$ cat src/rtl/if_fetch_queue_pkg.sv
// Shared defaults for the instruction fetch queue: depth, reset PC and PC step.
package if_fetch_queue_pkg;
    localparam int          IF_QUEUE_DEPTH = 4;
    localparam logic [31:0] IF_RESET_PC    = 32'h0000_0000;
    localparam int          INST_STEP      = 4;
    localparam logic [31:0] ZERO_WORD      = 32'h0000_0000;
endpackage

$ cat src/rtl/if_fetch_queue_sync_fifo.sv
// Show-ahead synchronous FIFO with flush and occupancy count; caller never pushes when full.
module sync_fifo #(
    parameter int   WIDTH = 32,
    parameter int   DEPTH = 4,
    localparam int  CW    = $clog2(DEPTH) + 1
) (
    input  logic             clk,
    input  logic             rst,
    input  logic             push_i,
    input  logic [WIDTH-1:0] push_data_i,
    input  logic             pop_i,
    input  logic             flush_i,
    output logic [WIDTH-1:0] head_o,
    output logic [CW-1:0]    count_o
);
    localparam int AW = $clog2(DEPTH);

    logic [WIDTH-1:0] r_mem [DEPTH];
    logic [AW-1:0]    r_wr_ptr;
    logic [AW-1:0]    r_rd_ptr;
    logic [CW-1:0]    r_count;
    logic             w_push;
    logic             w_pop;

    assign w_push  = push_i && !flush_i;
    assign w_pop   = pop_i && !flush_i && (r_count != '0);
    assign head_o  = r_mem[r_rd_ptr];
    assign count_o = r_count;

    always_ff @(posedge clk) begin
        if (w_push) begin
            r_mem[r_wr_ptr] <= push_data_i;
        end
    end

    always_ff @(posedge clk or negedge rst) begin
        if (!rst) begin
            r_wr_ptr <= '0;
            r_rd_ptr <= '0;
            r_count  <= '0;
        end else if (flush_i) begin
            r_wr_ptr <= '0;
            r_rd_ptr <= '0;
            r_count  <= '0;
        end else begin
            if (w_push) r_wr_ptr <= r_wr_ptr + 1'b1;
            if (w_pop)  r_rd_ptr <= r_rd_ptr + 1'b1;
            case ({w_push, w_pop})
                2'b10:   r_count <= r_count + 1'b1;
                2'b01:   r_count <= r_count - 1'b1;
                default: r_count <= r_count;
            endcase
        end
    end
endmodule

$ cat src/rtl/if_fetch_queue.sv
// IF stage: credit-limited req/gnt fetch, {pc,inst} queue, redirect with in-flight discard.
// Optional IF_PERF_CNT_EN adds popped-instruction and empty-cycle counters.
module if_fetch_queue
    import if_fetch_queue_pkg::*;
#(
    parameter int               ADDR_W   = 32,
    parameter int               INST_W   = 32,
    parameter int               DEPTH    = IF_QUEUE_DEPTH,
    parameter logic [ADDR_W-1:0] RESET_PC = ADDR_W'(IF_RESET_PC)
) (
    input  logic              clk,
    input  logic              rst,
    input  logic              branch_i,
    input  logic [ADDR_W-1:0] branch_target_i,
    output logic              mem_req_o,
    output logic [ADDR_W-1:0] mem_addr_o,
    input  logic              mem_gnt_i,
    input  logic              mem_rvalid_i,
    input  logic [INST_W-1:0] mem_rdata_i,
    output logic [ADDR_W-1:0] pc_o,
    output logic [INST_W-1:0] inst_o,
    output logic              valid_o,
    input  logic              ready_i,
    output logic              stall_req_o
`ifdef IF_PERF_CNT_EN
   ,output logic [31:0]       perf_fetch_cnt_o,
    output logic [31:0]       perf_empty_cnt_o
`endif
);
    localparam int CW = $clog2(DEPTH) + 1;

    logic [ADDR_W-1:0]        r_fetch_pc;
    logic [CW-1:0]            r_outstanding;
    logic [CW-1:0]            r_discard;
    logic [CW-1:0]            w_count;
    logic [CW-1:0]            w_pc_count;
    logic [CW-1:0]            w_out_next;
    logic [ADDR_W-1:0]        w_rsp_pc;
    logic [ADDR_W+INST_W-1:0] w_head;
    logic                     w_credit;
    logic                     w_grant;
    logic                     w_rsp;
    logic                     w_keep;
    logic                     w_pop;

    // Queue entries plus in-flight requests may never exceed DEPTH, so a response always has room.
    assign w_credit   = ({1'b0, w_count} + {1'b0, r_outstanding}) < (CW+1)'(DEPTH);
    assign mem_req_o  = rst && w_credit;
    assign mem_addr_o = r_fetch_pc;
    assign w_grant    = mem_req_o && mem_gnt_i;
    assign w_rsp      = mem_rvalid_i && (r_outstanding != '0);
    assign w_keep     = w_rsp && (r_discard == '0) && !branch_i;
    assign w_pop      = valid_o && ready_i && !branch_i;
    assign w_out_next = r_outstanding + CW'(w_grant) - CW'(w_rsp);

    assign valid_o     = (w_count != '0);
    assign pc_o        = valid_o ? w_head[ADDR_W+INST_W-1:INST_W] : '0;
    assign inst_o      = valid_o ? w_head[INST_W-1:0] : '0;
    assign stall_req_o = !valid_o;

    sync_fifo #(.WIDTH(ADDR_W), .DEPTH(DEPTH)) u_pc_fifo (
        .clk         (clk),
        .rst         (rst),
        .push_i      (w_grant),
        .push_data_i (r_fetch_pc),
        .pop_i       (w_rsp),
        .flush_i     (1'b0),
        .head_o      (w_rsp_pc),
        .count_o     (w_pc_count)
    );

    sync_fifo #(.WIDTH(ADDR_W + INST_W), .DEPTH(DEPTH)) u_rsp_fifo (
        .clk         (clk),
        .rst         (rst),
        .push_i      (w_keep),
        .push_data_i ({w_rsp_pc, mem_rdata_i}),
        .pop_i       (w_pop),
        .flush_i     (branch_i),
        .head_o      (w_head),
        .count_o     (w_count)
    );

    // On redirect everything still in flight after this edge belongs to the old stream.
    always_ff @(posedge clk or negedge rst) begin
        if (!rst) begin
            r_fetch_pc    <= RESET_PC;
            r_outstanding <= '0;
            r_discard     <= '0;
        end else begin
            r_outstanding <= w_out_next;
            if (branch_i) begin
                r_discard  <= w_out_next;
                r_fetch_pc <= branch_target_i;
            end else begin
                if (w_rsp && (r_discard != '0)) r_discard <= r_discard - 1'b1;
                if (w_grant) r_fetch_pc <= r_fetch_pc + ADDR_W'(INST_STEP);
            end
        end
    end

    a_no_orphan_rvalid: assert property (@(posedge clk) disable iff (!rst)
        mem_rvalid_i |-> (r_outstanding != '0));
    a_pc_fifo_tracks: assert property (@(posedge clk) disable iff (!rst)
        w_pc_count == r_outstanding);

`ifdef IF_PERF_CNT_EN
    logic [31:0] r_perf_fetch;
    logic [31:0] r_perf_empty;

    always_ff @(posedge clk or negedge rst) begin
        if (!rst) begin
            r_perf_fetch <= '0;
            r_perf_empty <= '0;
        end else begin
            if (w_pop)       r_perf_fetch <= r_perf_fetch + 1'b1;
            if (stall_req_o) r_perf_empty <= r_perf_empty + 1'b1;
        end
    end

    assign perf_fetch_cnt_o = r_perf_fetch;
    assign perf_empty_cnt_o = r_perf_empty;
`endif
endmodule

$ cat config.mk
export PLATFORM = sky130hd
export DESIGN_NAME = if_fetch_queue
export DESIGN_NICKNAME = d
export VERILOG_FILES = /design/src/rtl/if_fetch_queue_pkg.sv /design/src/rtl/if_fetch_queue_sync_fifo.sv /design/src/rtl/if_fetch_queue.sv
export SDC_FILE = /design/constraint.sdc
export NUM_CORES = 1
export LEC_CHECK = 0
export ABC_AREA = 1
export BUFFER_PORTS_ARGS = -buffer_cell sky130_fd_sc_hd__buf_4
export CORE_ASPECT_RATIO = 1.4
export CORE_MARGIN = 8
export CORE_UTILIZATION = 50
export CTS_BUF_LIST = sky130_fd_sc_hd__clkbuf_4
export DETAILED_ROUTE_END_ITERATION = 7
export MAX_ROUTING_LAYER = met4
export PLACE_DENSITY = 0.69
export SKIP_CTS_REPAIR_TIMING = 1
export SLEW_MARGIN = 0
export SYNTH_ARGS = -nofsm -noshare
export SYNTH_HDL_FRONTEND = slang
export SYNTH_SLANG_ARGS = --single-unit
$ cat constraint.sdc
create_clock -name clk -period 4.45 [get_ports clk]
set_input_delay 0.6675 -clock clk [delete_from_list [all_inputs] [get_ports clk]]
set_output_delay 0.6675 -clock clk [all_outputs]
set_load 0.01 [all_outputs]
==> results of run 1 <==
==> worst max-delay path by stage <==
stage / to / slack [ps]
6_report: pc_o[15] / 1020
5_1_grt: pc_o[13] / 770
4_1_cts: pc_o[13] / 880
3_5_place_dp: pc_o[13] / 1740
3_3_place_gp: pc_o[15] / 1760
2_1_floorplan: u_rsp_fifo.r_mem[0][0] / 50
==> cells in the mapped netlist, drive strengths merged <==
master    n
fa        3
nand4     2
xnor2     8
nand3b   12
and2      1
nand3    52
nor3      1
nor2    385
inv      63
clkbuf   35
dfrtp    52
o221ai    1
a31oi     1
or2       2
o21ai   201
o211ai    1
ha       16
o22ai    32
buf      49
edfxtp  384
clkinv    1
xor2     14
a21oi    70
nand2   227
==> power by group through the flow <==
stage | registers (µW) | logic, µW | clock network (µW)
3_5_place_dp | 5480 | 3690 | 0
2_1_floorplan | 5420 | 2170 | 0
5_1_grt | 5440 | 4050 | 3350
6_report | 5400 | 3630 | 3070
3_3_place_gp | 5470 | 3600 | 0
4_1_cts | 5400 | 3710 | 3170
==> area by class of cell <==
type                            instances  area (µm²)
Inverter                               64         240
Antenna cell                            1        2.50
Multi-Input combinational cell       1029        4840
Clock buffer                          139        1040
Sequential cell                       436       12800
Fill cell                            3065       15000
Clock inverter                         34         218
Timing Repair Buffer                  192        1540
Tap cell                              467         584
==> stage by stage <==
| stage | util | cell area, µm² | instances | hold slack (ps) |
|---|---|---|---|---|
| after floorplan | - | 18200 | 1613 | 372 |
| after global placement | 0.551 | 20000 | 2188 | 465 |
| after detailed placement | 0.551 | 20000 | 2188 | 463 |
| after CTS | 0.586 | 21300 | 2361 | -14.4 |
| after global routing | 0.586 | 21300 | 2362 | 60.6 |
| final | 0.586 | 21300 | 2362 | 50.0 |
==> per-layer routing <==
layer | global-route usage | part of all wire | up-vias
li1 | - | - | 6050
met2 | 0.334 | 0.52 | 306
met4 | 0.0816 | 0.023 | 0
met1 | 0.220 | 0.41 | 6043
met3 | 0.0331 | 0.046 | 64
met5 | - | 0 | -
==> layout by cell type (no fill, tap or decap), types with 6 or more instances in the layout <==
cell        n
a21oi_1    70
clkinv_1   24
nand3b_1   12
nand2_1   223
o21ai_0   201
edfxtp_1  384
dfrtp_1    50
nor2_4      8
nor2_2     12
buf_4     184
xnor2_1     8
inv_2       8
clkinv_2    6
nor2_1    365
inv_1      56
xor2_1     14
clkbuf_4  139
nand3_1    49
buf_12      8
o22ai_1    32
ha_1       16
==> sequential cells by signal, summed over array words and instances, names as in the netlist <==
| signal | count |
|---|---|
| mem_addr_o | 32 |
| u_rsp_fifo.r_wr_ptr | 2 |
| u_rsp_fifo.r_rd_ptr | 2 |
| r_outstanding | 3 |
| u_pc_fifo.r_rd_ptr | 2 |
| u_pc_fifo.r_wr_ptr | 2 |
| u_pc_fifo.r_mem | 128 |
| r_discard | 3 |
| u_rsp_fifo.count_o | 3 |
| u_rsp_fifo.r_mem | 256 |
| u_pc_fifo.count_o | 3 |
==> critical path: cells and delay by family (launching register included) <==
family | cells | cell delay, ps
buf+inv | 3 | 1120
flops | 1 | 490
compound gates | 2 | 420
==> cells by family (layout without fill, tap and decap cells) <==
| family | count (synthesis) | after routing | share of synthesized area |
|---|---|---|---|
| adder cells (fa/ha/maj) | 19 | 19 | 0.0143 |
| flip-flops | 436 | 436 | 0.703 |
| other | 0 | 1 | 0 |
| XOR/XNOR | 22 | 22 | 0.0106 |
| buffers and inverters | 148 | 429 | 0.0334 |
| AND/OR/NAND/NOR | 682 | 682 | 0.152 |
| AO/OA/AOI/OAI | 306 | 306 | 0.0866 |
==> metrics, run 1 <==
status finished clean; sequential share of power 0.447; critical path's most frequent cell buf_4; clk sinks between 400 and 500; CP Launch Type flip-flop; Total Power 12,100 µW; clock skew between 50 and 60 ps; biggest area consumer among synthesized cells edfxtp_1; Die W ~180 µm; Pre-antenna DRT Iters 5; Port Buffers 168; Area contributors post-synth edfxtp_1, nor2_1, dfrtp_1; Gate Count Post-Synth 1,613; hpwl dp 24,400 µm; pre-CTS setup slack 1740 ps; data required time of the critical path approximately 3800 ps; cell leakage power 0.00807 µW; CTS max path bufs 3; clock root buffer clkbuf_4; setup tns final 0 ps; drt wl/cell 17.2 µm; internal power roughly 8000 µW; Yosys top cell area share 0.632; RD Place Congestion 0.909; total track usage 0.194; Slew HR 0.297; Crit. Startpoint u_rsp_fifo.r_rd_ptr[0]; Worst Setup Path Type reg2out; Core Footprint 36,300 µm²; Clock Power Share 0.254; Reg-to-Reg End u_pc_fifo.count_o[2]; CP max-delay cell dfrtp_4; Rows 83; routed vias 12.5k; Initial Util 0.502; Ports 169; htree depth 3; Final min period ~3400 ps; largest net degree at the start of global routing 130; Reg-to-Reg Start r_outstanding[1]; CTS tree yes; CP Max Fanout 37; Skew-Pair Late Insertion Delay 770 ps; Pins Over Slew Limit 0; Antenna Nets Post-Route 0; drt drc 0; chip height 242 µm; reg2reg setup slack 1850 ps; Sw Ratio 0.340; max_cap viols 0; fin crit share 0.771; Switch Pwr 4110 µW; number of antenna violations at the first check in global routing 1; Yosys Warn Count 0; area delta synth->final 16.8%; library cells used by synthesis 33; WL final 40,600 µm; Syn Area/Cell 11.3 µm²; PwrDens 568 nW/µm²; CTS Buf Count 99; Vias/cell 5.28; critical-path cell list inv_2 -> buf_4 -> o21ai_0 -> a21oi_1 -> buf_4; Nets 1,911; global-route wire length before repair between 60,000 and 70,000 µm; final setup violation count 0; count of final hold-check violations 0; part of the power in combinational logic 0.300; fraction of layout cells with a size suffix above 1 0.201; Worst Hold Class in2async; worst setup margin 1020 ps; reg2reg path depth 10; RSZ-0062 raised after global routing no; CTS clk-pin slew, worst paths roughly 70 ps; CP arrival between 2000 and 3000 ps; peak supply drop 0.000467 V; grt total ovfl 0; #FFs+latches synth 436; synthesized cell area 18,200 µm²; syn_nets 1,702; die area 42,900 µm²; Initial DRC Count 602; element type at the critical path end output port; CP peak stage delay about 490 ps; f_max 0.291 GHz; Seq/Total Area, Yosys 0.703; Worst Max-Slew Pin Slew 1050 ps; vias in the first global route 12.8k
Power figures use the tool's default switching activity.
==> run 2: changes to the inputs <==
PLACE_DENSITY = 0.72   (was 0.69)
clock period = 3 ns   (was 4.45 ns; I/O delays follow)
==> metrics, run 2 (same netlist as run 1, synthesis figures left out) <==
status finished clean; routed vias 12.8k (+2.6%); CP Launch Type flip-flop; htree depth 3 (unchanged); CP Max Fanout 24 (-35%); max_cap viols 0 (unchanged); Die W 177 µm (unchanged); Pre-antenna DRT Iters 5 (unchanged); clock root buffer clkbuf_4; CP arrival 2430 ps (-340 ps); hpwl dp 25,200 µm (+3.2%); Pins Over Slew Limit 0 (unchanged); Ports 169 (unchanged); Reg-to-Reg End u_pc_fifo.count_o[2]; number of antenna violations at the first check in global routing 2 (+1); Hold Crit Depth 5; pre-CTS setup slack 457 ps (-1280 ps); Vias/cell 5.23 (-0.88%); RD Place Congestion 0.914 (+0.49%); Layout fillers 2,892 (-5.6%); Worst Hold Class in2reg; final setup violation count 0 (unchanged); Antenna Nets Post-Route 0 (unchanged); Worst Setup Path Type reg2out; global-route wire length before repair 65,200 µm (+0.47%); total track usage 0.196 (+0.00147); Port Buffers 168 (unchanged); reg2reg path depth 10 (unchanged); Top reg by flops u_rsp_fifo.r_mem; RSZ-0062 raised after global routing no; hold path endpoint mem_addr_o[4]; clk sinks 436 (unchanged); drt drc 0 (unchanged); most frequent cells in the layout edfxtp_1, nor2_1, nand2_1, o21ai_0, buf_4; reg2reg setup slack 460 ps (-1390 ps); Hold Startpoint branch_target_i[4]; final cell count without fillers 2,444 (+3.5%); data required time of the critical path 2550 ps (-1230 ps); critical path's most frequent cell buf_4; critical-path cell list clkinv_2 -> buf_4 -> o21ai_0 -> a21oi_1 -> buf_4; Core Footprint 36,300 µm² (unchanged); CTS max path bufs 3 (unchanged); CTS clk-pin slew, worst paths 70 ps (about the same); fraction of layout cells with a size suffix above 1 0.201 (+0.000379); Initial DRC Count 714 (+19%); WL final 41,500 µm (+2.3%); Nets 1,984 (+3.8%); cell leakage power 0.00846 µW (+4.8%); largest net degree at the start of global routing 130 (unchanged); setup tns final 0 ps (unchanged); Worst Max-Slew Pin Slew 694 ps (-359 ps); Placed Cells 2,195 (+0.32%); count of final hold-check violations 0 (unchanged); element type at the critical path end output port; chip height 242 µm (unchanged); CTS Buf Count 101 (+2.0%); CP peak stage delay 540 ps (+50 ps); CP max-delay cell dfrtp_4; peak supply drop 0.000435 V (-6.9%); clock skew 54.9 ps (+1.22 ps); Rows 83 (unchanged); die area 42,900 µm² (unchanged); Skew-Pair Late Insertion Delay 780 ps (about the same); f_max approximately 0.35 GHz; grt total ovfl 0 (unchanged); Reg-to-Reg Start u_rsp_fifo.count_o[1]; worst setup margin 119 ps (-898 ps); commonest non-fill, non-tap cell in the layout edfxtp_1; CTS tree yes; PwrDens 844 nW/µm² (+49%); drt wl/cell 17.0 µm (-1.2%); area delta synth->final 21.8%; vias in the first global route 12.8k (-0.28%); Final min period approximately 2900 ps; Largest register FFs 256 (unchanged); fin crit share 0.960; Initial Util 0.502 (unchanged); Slew HR 0.537 (+0.240)
-- run 2: changes by cell type in the layout (fill, tap and decap cells not counted), moves of 3 or more --
cell	delta
a21oi_2	+4
dlygate4sd3_1	+63
bufinv_16	+5
a21oi_1	-4
inv_2	-3
clkinv_1	+5
buf_4	+7
-- run 2: where the power goes --
group,switching (µW),internal [µW]
registers,461,7550
logic,3540,2070
clock network,2270,2860
total,6270,12500
-- run 2: worst max-delay path, delay by kind of cell, from the launching register on --
| kind | cells | cell delay [ps] |
|---|---|---|
| buffers and inverters | 3 | 690 |
| DFF | 1 | 540 |
| AOI/OAI and AO/OA | 2 | 410 |
-- run 2: final cells by class --
type / count / area (µm²) / area share
antenna: 2 / 5.00 / 0.000225
clock buffer: 140 / 1050 / 0.0473
clock inverter: 43 / 385 / 0.0173
inverter: 64 / 244 / 0.0110
multi-input combinational: 1029 / 4860 / 0.219
sequential: 436 / 12800 / 0.578
tap: 467 / 584 / 0.0263
timing repair buffer: 263 / 2250 / 0.101
-- run 2: how the worst max path moves through the flow --
stage / startpoint / endpoint / cells past startpoint
6_report: u_rsp_fifo.r_rd_ptr[0] / pc_o[8] / 5
3_5_place_dp: r_outstanding[1] / u_pc_fifo.count_o[2] / 10
3_3_place_gp: r_outstanding[1] / u_pc_fifo.count_o[2] / 10
2_1_floorplan: branch_i / u_rsp_fifo.r_mem[0][0] / 5
5_1_grt: u_rsp_fifo.r_rd_ptr[0] / pc_o[17] / 5
4_1_cts: u_rsp_fifo.r_rd_ptr[0] / pc_o[11] / 6
-- run 2: stage by stage --
| step | cell area (µm²) | utilization | hold WS [ps] | total power (µW) |
|---|---|---|---|---|
| 2_1_floorplan | 18300 | - | 154 | 11300 |
| 3_3_place_gp | 20100 | 0.553 | 462 | 13500 |
| 3_5_place_dp | 20100 | 0.553 | 476 | 13700 |
| 4_1_cts | 21500 | 0.592 | -243 | 18800 |
| 5_1_grt | 22200 | 0.611 | 2.65 | 19900 |
| 6_report | 22200 | 0.611 | 14.4 | 18700 |
-- run 2: per-layer routing --
metal | track usage | wire length [µm] | vias to the layer above
li1 | - | - | 6208
met1 | 0.220 | 16900 | 6148
met2 | 0.338 | 21600 | 357
met3 | 0.0326 | 2030 | 69
met4 | 0.0841 | 981 | 0
met5 | - | 0 | -
==> run 3: changes to the inputs <==
ABC_AREA = 0   (was 1)
CORE_ASPECT_RATIO = not set   (was 1.4)
==> metrics, run 3 <==
Pre-antenna DRT Iters 5 (unchanged); grt total ovfl 0 (unchanged); #FFs+latches synth 436 (unchanged); Final min period 2840 ps (-40.2 ps); mux cell area share after synthesis 0.130 (+0.130); post-synthesis compound-gate area fraction 0.0232 (-0.0633); cell leakage power 0.00763 µW (-9.8%); max_cap viols 0 (unchanged); clk sinks 436 (unchanged); htree depth 3 (unchanged); Largest register FFs 256 (unchanged); area delta synth->final 24.3%; count of final hold-check violations 0 (unchanged); chip height 202 µm (-16%); Vias/cell 5.35 (+2.2%); Skew-Pair Late Insertion Delay 730 ps (-50 ps); f_max 0.352 GHz (+1.4%); Ports 169 (unchanged); Top reg by flops u_rsp_fifo.r_mem; Initial Util 0.504 (+0.00255); fin crit share 0.947 (-0.0134); pre-CTS setup slack 230 ps (-227 ps); hpwl dp 22,500 µm (-11%); CP Max Fanout 11 (-54%); synthesized cell area 17,300 µm² (-5.0%); CTS clk-pin slew, worst paths 70 ps (about the same); CTS max path bufs 3 (unchanged); Yosys top cell area share 0.665 (+0.0329); Area contributors post-synth edfxtp_1, mux4_2, dfrtp_1; clock root buffer clkbuf_4; CTS Buf Count 106 (+5.0%); Nets 1,344 (-32%); Switch Pwr 4860 µW (-22%); syn_nets 1,002 (-41%); CTS tree yes; Worst Hold Class in2async; Gate Count Post-Synth 913 (-43%); internal power 12,200 µW (-2.4%); clock skew 55.1 ps (+0.230 ps); drt drc 0 (unchanged); Slew HR 0.637 (+0.0994); post-synthesis simple-gate area fraction 0.0686 (-0.0832); peak supply drop 0.000432 V (-0.60%); global-route wire length before repair 55,200 µm (-15%); WL final 35,400 µm (-15%); Antenna Nets Post-Route 0 (unchanged); Initial DRC Count 458 (-36%); commonest non-fill, non-tap cell in the layout edfxtp_1; Seq/Total Area, Yosys 0.740 (+0.0366); vias in the first global route 10.0k (-22%); Rows 68 (-18%); number of synthesized flops with an enable pin 384 (unchanged); number of antenna violations at the first check in global routing 2 (unchanged); worst setup margin 159 ps (+40.2 ps); final setup violation count 0 (unchanged); library cells used by synthesis 44 (+33%); Port Buffers 168 (unchanged); Yosys Warn Count 0 (unchanged); CP arrival 2390 ps (-40 ps); main combinational cell family by area after synthesis multiplexers; final cell count without fillers 1,798 (-26%); die area 40,900 µm² (-4.8%); placed inst area 19,500 µm² (-3.0%); Placed Cells 1,528 (-30%); Pins Over Slew Limit 0 (unchanged); Die W 202 µm (+14%); count leader, synth edfxtp_1; Primary FF master, synth edfxtp_1; most frequent cells in the layout edfxtp_1, buf_4, clkbuf_4, mux4_2, and2_1; status finished clean; final instance area 21,600 µm² (-3.0%); data required time of the critical path 2550 ps (about the same); hold_ws 113 ps (+98.5 ps); Clock Power Share 0.272 (about the same); Core Footprint 34,400 µm² (-5.4%); adder-cell area share of the yosys netlist 0.0150 (+0.000743); CP Launch Type flip-flop; RD Place Congestion 0.808 (-12%); drt wl/cell 19.7 µm (+16%); largest net degree at the start of global routing 67 (-48%); Worst Setup Path Type reg2out; fraction of layout cells with a size suffix above 1 0.365 (+0.164); sequential share of power 0.456 (+0.028); total track usage 0.177 (-0.0190); part of the power in combinational logic 0.272 (-0.027); Sw Ratio 0.285 (-0.0489); Post-synth top cells edfxtp_1, mux4_2, and2_1, dfrtp_1, nor2_1; Synth async-reset ratio 0.119 (unchanged); Syn Area/Cell 19.0 µm² (+68%); element type at the critical path end output port; PwrDens 791 nW/µm² (-6.3%); Synth Area in XOR/XNOR 0.00909 (-0.00147); Worst Max-Slew Pin Slew 540 ps (-154 ps); biggest area consumer among synthesized cells edfxtp_1; routed vias 9,615 (-25%)
-- run 3: power groups by stage --
stage | Combinational, µW | Clock (µW) | Sequential [µW]
detailed placement | 4570 | 0 | 7930
global placement | 4500 | 0 | 7900
global route | 5080 | 5120 | 7830
CTS | 4580 | 4800 | 7800
finish | 4630 | 4640 | 7780
floorplan | 2780 | 0 | 7740
-- run 3: final cells by class --
type / instances / area, µm²
multi-input combinational: 413 / 4290
clock inverter: 40 / 188
inverter: 20 / 75.1
fill: 2478 / 12800
timing repair buffer: 278 / 2430
antenna: 2 / 5.00
clock buffer: 154 / 1160
tap: 455 / 569
sequential: 436 / 12800
-- run 3: kinds of logic after synthesis --
kind of cell,Yosys count
compound gates,65
fa+ha+maj,19
simple gates,207
mux,104
flops,436
buf+inv,64
xor+xnor,18
-- run 3: path summary, 6_finish.rpt --
path | start | to | slack (ps) | depth (start not counted)
setup / recovery | u_rsp_fifo.r_rd_ptr[0] | pc_o[1] | 160 | 4
hold / removal | rst | u_rsp_fifo.count_o[1] | 110 | 2
setup reg to reg | r_outstanding[2] | mem_addr_o[18] | 190 | 5
hold reg to reg | u_pc_fifo.count_o[2] | u_pc_fifo.count_o[2] | 480 | 1
max in group asynchronous | rst | mem_addr_o[1] | 2120 | 3
min in group clk | branch_i | u_rsp_fifo.r_wr_ptr[1] | 170 | 2
-- run 3: worst max-delay path: stages, from the launching register on --
cell     delay, ps
dfrtp_4        550
buf_4          250
mux4_2         510
and2_1         200
buf_4          150
-- run 3: stage by stage --
stage	power, µW	TNS, ps	util
after floorplan	10500	0	-
after global placement	12400	0	0.567
after detailed placement	12500	0	0.567
final	17000	0	0.627
after global routing	18000	-35.7	0.627
after CTS	17200	-5030	0.606
-- run 3: metal layers --
metal	part of all wire	global-route usage	up-vias
li1	-	-	4423
met1	0.44	0.230	4882
met2	0.49	0.279	266
met3	0.049	0.0381	44
met4	0.012	0.0541	0
met5	0	-	-
